`config.mk`:
```
export PLATFORM = sky130hd
export DESIGN_NAME = hamming_frame_rx
export DESIGN_NICKNAME = d
export VERILOG_FILES = /design/src/rtl/hamming_pkg.sv /design/src/rtl/hamming_rx_shreg.sv /design/src/rtl/hamming_frame_rx.sv
export SDC_FILE = /design/constraint.sdc
export NUM_CORES = 1
export LEC_CHECK = 0
export ABC_AREA = 1
export CAP_MARGIN = 10
export CELL_PAD_IN_SITES_DETAIL_PLACEMENT = 1
export CELL_PAD_IN_SITES_GLOBAL_PLACEMENT = 1
export CORE_MARGIN = 3
export CORE_UTILIZATION = 30
export DETAILED_ROUTE_END_ITERATION = 10
export DONT_BUFFER_PORTS = 1
export PLACE_DENSITY = 0.68
export SETUP_SLACK_MARGIN = 0.15
export SLEW_MARGIN = 20
export SYNTH_ARGS = -nofsm -noshare
export SYNTH_HDL_FRONTEND = slang
export SYNTH_SLANG_ARGS = --single-unit
```
`constraint.sdc`:
```
create_clock -name clk -period 1.7 [get_ports clk]
set_clock_uncertainty 0.1 [all_clocks]
set_input_delay 0.34 -clock clk [delete_from_list [all_inputs] [get_ports clk]]
set_output_delay 0.34 -clock clk [all_outputs]
set_load 0.005 [all_outputs]
```
`src/rtl/hamming_pkg.sv`:
```
// Shared definitions for the Hamming (7,4) receive path: codeword/data widths,
// the frame receiver state encoding and the bit-counter width.
package hamming_pkg;

    localparam int CODE_W = 7;
    localparam int DATA_W = 4;
    localparam int CNT_W  = $clog2(CODE_W);

    typedef enum logic [1:0] {
        IDLE = 2'd0,
        DATA = 2'd1,
        PAR  = 2'd2,
        STOP = 2'd3
    } rx_state_t;

endpackage

```
`src/rtl/hamming_rx_shreg.sv`:
```
// Indexed shift register for the frame receiver: writes one bit at a given
// index when load is asserted, clears on request, and reports the XOR of its
// contents (forced to 0 when PAR_EN is 0, i.e. no parity bit on the line).
module hamming_rx_shreg #(
    parameter int W      = 7,
    parameter int IW     = 3,
    parameter bit PAR_EN = 1'b0
) (
    input  logic          clk_i,
    input  logic          rst_n_i,
    input  logic          clr_i,
    input  logic          load_i,
    input  logic [IW-1:0] idx_i,
    input  logic          bit_i,
    output logic [W-1:0]  q_o,
    output logic          par_o
);

    logic [W-1:0] q_q;
    logic [W-1:0] q_d;

    // Next contents: clear wins over an indexed single-bit write.
    always_comb begin
        q_d = q_q;
        if (clr_i) begin
            q_d = '0;
        end else if (load_i) begin
            q_d[idx_i] = bit_i;
        end
    end

    // Storage register with synchronous active-low reset.
    always_ff @(posedge clk_i) begin
        if (!rst_n_i) begin
            q_q <= '0;
        end else begin
            q_q <= q_d;
        end
    end

    assign q_o   = q_q;
    assign par_o = PAR_EN ? (^q_q) : 1'b0;

endmodule

```
`src/rtl/hamming_frame_rx.sv`:
```
// Serial frame receiver feeding the Hamming (7,4) decoder. Samples rx_bit on
// bit_en strobes, strips start/stop framing and holds each codeword in a
// one-entry valid/ready buffer. frame_err and overrun are one-cycle pulses.
// Optional parity bit after the code bits: define HAMMING_RX_PARITY_EN.
//
// Handshake: code_out/parity_err are meaningful while code_valid=1 and stay
// stable until an edge with code_valid=1 and code_ready=1 transfers the word;
// a frame completing on that same edge replaces it without loss.
module hamming_frame_rx
    import hamming_pkg::*;
#(
    parameter int CODE_W = 7
) (
    input  logic              clk,
    input  logic              rst_n,
    input  logic              bit_en,
    input  logic              rx_bit,
    output logic [CODE_W-1:0] code_out,
    output logic              code_valid,
    input  logic              code_ready,
    output logic              parity_err,
    output logic              frame_err,
    output logic              overrun
);

    localparam int CNT_BITS = (CODE_W > 1) ? $clog2(CODE_W) : 1;
    localparam logic [CNT_BITS-1:0] LAST_IDX = CNT_BITS'(CODE_W - 1);

`ifdef HAMMING_RX_PARITY_EN
    localparam bit PAR_EN = 1'b1;
`else
    localparam bit PAR_EN = 1'b0;
`endif

    rx_state_t           state_q;
    rx_state_t           state_d;
    logic [CNT_BITS-1:0] cnt_q;
    logic [CODE_W-1:0]   sh_q;
    logic                sh_par;
    logic                sh_clr;
    logic                sh_load;
    logic                commit;
    logic                stop_bad;
    logic                perr_d;
    logic [CODE_W-1:0]   code_q;
    logic                valid_q;
    logic                perr_q;
    logic                ferr_q;
    logic                ovr_q;
`ifdef HAMMING_RX_PARITY_EN
    logic                par_cap;
    logic                par_bit_q;
`endif

    hamming_rx_shreg #(
        .W      (CODE_W),
        .IW     (CNT_BITS),
        .PAR_EN (PAR_EN)
    ) u_shreg (
        .clk_i   (clk),
        .rst_n_i (rst_n),
        .clr_i   (sh_clr),
        .load_i  (sh_load),
        .idx_i   (cnt_q),
        .bit_i   (rx_bit),
        .q_o     (sh_q),
        .par_o   (sh_par)
    );

    // FSM state register.
    always_ff @(posedge clk) begin
        if (!rst_n) begin
            state_q <= IDLE;
        end else begin
            state_q <= state_d;
        end
    end

    // FSM next state; only strobed cycles advance the frame.
    always_comb begin
        state_d = state_q;
        if (bit_en) begin
            case (state_q)
                IDLE: if (!rx_bit) state_d = DATA;
                DATA: begin
                    if (cnt_q == LAST_IDX) begin
`ifdef HAMMING_RX_PARITY_EN
                        state_d = PAR;
`else
                        state_d = STOP;
`endif
                    end
                end
                PAR:     state_d = STOP;
                STOP:    state_d = IDLE;
                default: state_d = IDLE;
            endcase
        end
    end

    // FSM outputs: datapath strobes decoded from state and the sampled bit.
    always_comb begin
        sh_clr   = 1'b0;
        sh_load  = 1'b0;
        commit   = 1'b0;
        stop_bad = 1'b0;
`ifdef HAMMING_RX_PARITY_EN
        par_cap  = 1'b0;
`endif
        if (bit_en) begin
            case (state_q)
                IDLE: sh_clr = !rx_bit;
                DATA: sh_load = 1'b1;
`ifdef HAMMING_RX_PARITY_EN
                PAR:  par_cap = 1'b1;
`endif
                STOP: begin
                    commit   = rx_bit;
                    stop_bad = !rx_bit;
                end
                default: ;
            endcase
        end
    end

    // Bit counter: cleared on the start bit, advanced per data bit.
    always_ff @(posedge clk) begin
        if (!rst_n) begin
            cnt_q <= '0;
        end else if (sh_clr) begin
            cnt_q <= '0;
        end else if (sh_load) begin
            cnt_q <= cnt_q + CNT_BITS'(1);
        end
    end

`ifdef HAMMING_RX_PARITY_EN
    // Parity bit capture, sampled in the PAR slot.
    always_ff @(posedge clk) begin
        if (!rst_n) begin
            par_bit_q <= 1'b0;
        end else if (par_cap) begin
            par_bit_q <= rx_bit;
        end
    end

    assign perr_d = sh_par ^ par_bit_q;
`else
    assign perr_d = sh_par;
`endif

    // Output buffer: commit/consume/overrun rules plus one-cycle error pulses.
    always_ff @(posedge clk) begin
        if (!rst_n) begin
            code_q  <= '0;
            valid_q <= 1'b0;
            perr_q  <= 1'b0;
            ferr_q  <= 1'b0;
            ovr_q   <= 1'b0;
        end else begin
            ferr_q <= stop_bad;
            ovr_q  <= 1'b0;
            if (commit) begin
                if (!valid_q || code_ready) begin
                    code_q  <= sh_q;
                    perr_q  <= perr_d;
                    valid_q <= 1'b1;
                end else begin
                    ovr_q <= 1'b1;
                end
            end else if (valid_q && code_ready) begin
                valid_q <= 1'b0;
            end
        end
    end

    assign code_out   = code_q;
    assign code_valid = valid_q;
    assign parity_err = perr_q;
    assign frame_err  = ferr_q;
    assign overrun    = ovr_q;

endmodule

```
==> summary.json <==
{
  "global_route.usage.total_pct": 12.30,
  "post_route_cells_drive_above_1_share_pct": 8.609,
  "post_synth.cell_area_avg_um2": 7.209,
  "design.die.area_mm2": 0.004282,
  "num-nets-final": 163,
  "timing.critical_path.from_type": "flop",
  "post_synth_edffs": 0,
  "slew_violations": 0,
  "worst_skew_pair.late_latency_ps": 320,
  "yosysSeqAreaShare_pct": 41.56,
  "outcome": "finished clean",
  "period_needed_ps": 1414,
  "clkSinkCount": 22,
  "critical_path.reg2reg.endpoint": "state_q[0]",
  "power_density_mw_per_mm2": 896.8,
  "drt_wl_total_mm": 2.270,
  "antenna_violations_before_repair": 0,
  "final-setup-viol-count": 0,
  "cts-root-to-sink-buffers": 2,
  "worst_setup_hold_path_clk_slew_ps": 130,
  "synth_flop_cell": "sky130_fd_sc_hd__dfxtp_1",
  "critPathCapture": "state_q[0]",
  "synth_cells": 147,
  "timing.critical_path.from": "state_q[0]",
  "number_of_top_level_pins": 16,
  "maxClockFrequency_mhz": 707.1,
  "cell_accounting_for_the_most_synthesized_area": "sky130_fd_sc_hd__dfxtp_1",
  "worst-path-max-fanout": 5,
  "crit_path_cell_trace": "inv_1 -> ha_1 -> a21oi_2 -> nand3_1 -> nand2_1 -> nor2_1",
  "mappedNetlistArea_mm2": 0.001060,
  "final.hold.worst_slack_ps": 23.41,
  "half_perimeter_wire_length_of_the_detailed_placement_result_mm": 1.701,
  "fin_area_mm2": 0.001175,
  "cts_buffers": 3,
  "layout.filler_cells": 434,
  "timing.reg2reg.setup_slack_ps": 290,
  "crit_type": "flop to flop",
  "cap_viol_max_count": 0,
  "die_w_um": 65.44,
  "number_of_port_buffers": 0,
  "die_y_um": 65.44,
  "startpoint_of_the_most_critical_register_to_register_path": "state_q[0]",
  "worst_ep_required_time_ps": 1830,
  "worstRegToRegCells": 6,
  "worstSetupEndpointType": "flop",
  "synth_seq_cells": 22,
  "post_dp_cell_area_mm2": 0.001102,
  "worst_supply_voltage_drop_on_vdd_uv": 370.2,
  "static-leakage-power_nw": 0.5144,
  "synth_common_cells": "sky130_fd_sc_hd__nand2_1 (33), sky130_fd_sc_hd__nor2_1 (31), sky130_fd_sc_hd__dfxtp_1 (22)",
  "cpPeakStageDelay_ps": 450,
  "synth.net_count": 158,
  "critical_path.slowest_cell": "sky130_fd_sc_hd__dfxtp_1",
  "synthArstFlopShare_pct": 0,
  "hold_viol_final": 0,
  "grt_overflow": 0,
  "core_area_mm2": 0.003203,
  "timing.critical_path.arrival_ps": 1540,
  "ys_types": 19,
  "fin_setup_tns_ps": 0,
  "drtIter0Drc": 36,
  "place.detailed.instances": 189,
  "detailedRoute.firstPassIterationCount": 4,
  "grt_max_degree": 14,
  "routed-via-count": 884,
  "final_standard_cell_count_with_taps_included_and_fillers_excluded": 195,
  "tritoncts_clock_tree": "yes",
  "finalCritPeriodShare_pct": 83.19,
  "clock_tree.root_cell": "sky130_fd_sc_hd__clkbuf_4",
  "cts_setup_buffers": 0,
  "h-tree-depth": 1,
  "grt_pass1_vias": 885,
  "starting_density_pct": 33.09,
  "area_share_of_the_leading_cell_type_in_the_synthesized_netlist_pct": 41.56,
  "areaGrowthSynthToFinish_pct": 10.86,
  "synth_most_common_cell": "sky130_fd_sc_hd__nand2_1",
  "hold_class": "primary input to flop",
  "ys_top_cells_by_area": "sky130_fd_sc_hd__dfxtp_1 (42%), sky130_fd_sc_hd__nand2_1 (12%), sky130_fd_sc_hd__nor2_1 (11%)",
  "inserted_diodes": 0,
  "rows": 20,
  "detail_route.drc_violations": 0,
  "yosysWarningCount": 0,
  "wire_length_of_the_first_global_routing_pass_mm": 4.015,
  "via_per_inst": 4.533,
  "routedWlPerCell_um": 11.64,
  "rsz_0062_raised_after_global_routing": "no",
  "finalWeightedCongestion": 0.7384,
  "drtAntennaViolNets": 0
}
==> placed cells by master (no fill, tap or decap) <==
cell type	count
sky130_fd_sc_hd__nor2_1	31
sky130_fd_sc_hd__dfxtp_1	22
sky130_fd_sc_hd__ha_1	6
sky130_fd_sc_hd__bufinv_16	1
sky130_fd_sc_hd__nand3b_1	7
sky130_fd_sc_hd__nand3_2	1
sky130_fd_sc_hd__or2_0	1
sky130_fd_sc_hd__a21oi_2	1
sky130_fd_sc_hd__nor4_1	1
sky130_fd_sc_hd__clkbuf_4	3
sky130_fd_sc_hd__nand3_1	9
sky130_fd_sc_hd__nor3_1	1
sky130_fd_sc_hd__nand2_2	2
sky130_fd_sc_hd__inv_1	16
sky130_fd_sc_hd__dlygate4sd3_1	2
sky130_fd_sc_hd__nand2_1	33
sky130_fd_sc_hd__a21oi_1	8
sky130_fd_sc_hd__nor2_4	3
sky130_fd_sc_hd__inv_2	2
sky130_fd_sc_hd__conb_1	1
==> repair_timing <==
item / 4_1_cts / 5_1_grt
hold buffers: 1 / 1
gates resized for setup: 0 / 0
endpoints found under the hold margin: 1 / 3
==> through the flow <==
step / setup slack, ps / total power [mW] / utilization (%)
after floorplan: 494.8 / 0.6312 / -
after global placement: 405.0 / 0.6420 / 34.41
after detailed placement: 321.8 / 0.6484 / 34.41
after CTS: 275.7 / 1.068 / 36.37
after global routing: 171.0 / 1.118 / 36.68
final: 285.7 / 1.054 / 36.68
==> how the worst min path moves through the flow <==
| stage | depth (start not counted) | from | to | slack [ps] |
|---|---|---|---|---|
| global route | 2 | rst_n | code_out[0] | 0.3 |
| finish | 2 | rst_n | code_out[1] | 20 |
| floorplan | 1 | rx_bit | frame_err | 320 |
| detailed placement | 1 | rx_bit | frame_err | 330 |
| global placement | 1 | rx_bit | frame_err | 320 |
| CTS | 2 | rst_n | code_out[5] | 10 |
==> cell type report <==
class | count | area, µm² | area share [%]
flip-flops and latches | 22 | 440.4 | 37.49
clock inverters | 1 | 30.03 | 2.556
multi-input cells | 105 | 539.3 | 45.90
well taps | 44 | 55.05 | 4.686
repair buffers | 2 | 20.02 | 1.704
inverters | 18 | 67.56 | 5.751
clock buffers | 3 | 22.52 | 1.917
==> layer usage <==
metal,track usage (%),routed length (µm),vias to the layer above
met5,0,0,-
met4,4.145,30,0
met3,4.444,127,4
met2,20.99,1116,13
met1,14.15,995,409
li1,-,-,458
==> sequential cells by signal, summed over array words and instances, names as in the netlist <==
name,cells
frame_err,1
state_q,2
code_out,7
cnt_q,3
u_shreg.q_o,7
overrun,1
code_valid,1
==> power breakdown <==
part / total (mW) / switching, mW / internal, mW
logic: 0.102 / 0.0644 / 0.0373
registers: 0.541 / 0.0132 / 0.528
clock network: 0.411 / 0.173 / 0.239
total: 1.05 / 0.250 / 0.803
==> critical path: cells and delay by family, from the launching register on <==
kind / cells / cell delay [ps]
simple gates: 3 / 260
buf+inv: 1 / 70
compound gates: 1 / 230
flops: 1 / 450
fa+ha+maj: 1 / 230
==> logic make-up (layout without fill, tap and decap cells) <==
| group | count (synthesis) | after routing | synth area share, % |
|---|---|---|---|
| AND/OR/NAND/NOR | 89 | 89 | 38.84 |
| flip-flops | 22 | 22 | 41.56 |
| buffers and inverters | 20 | 24 | 7.556 |
| AO/OA/AOI/OAI | 9 | 9 | 4.605 |
| adder cells (fa/ha/maj) | 6 | 6 | 7.084 |
| other | 1 | 1 | 0.3539 |
Power figures use the tool's default switching activity.
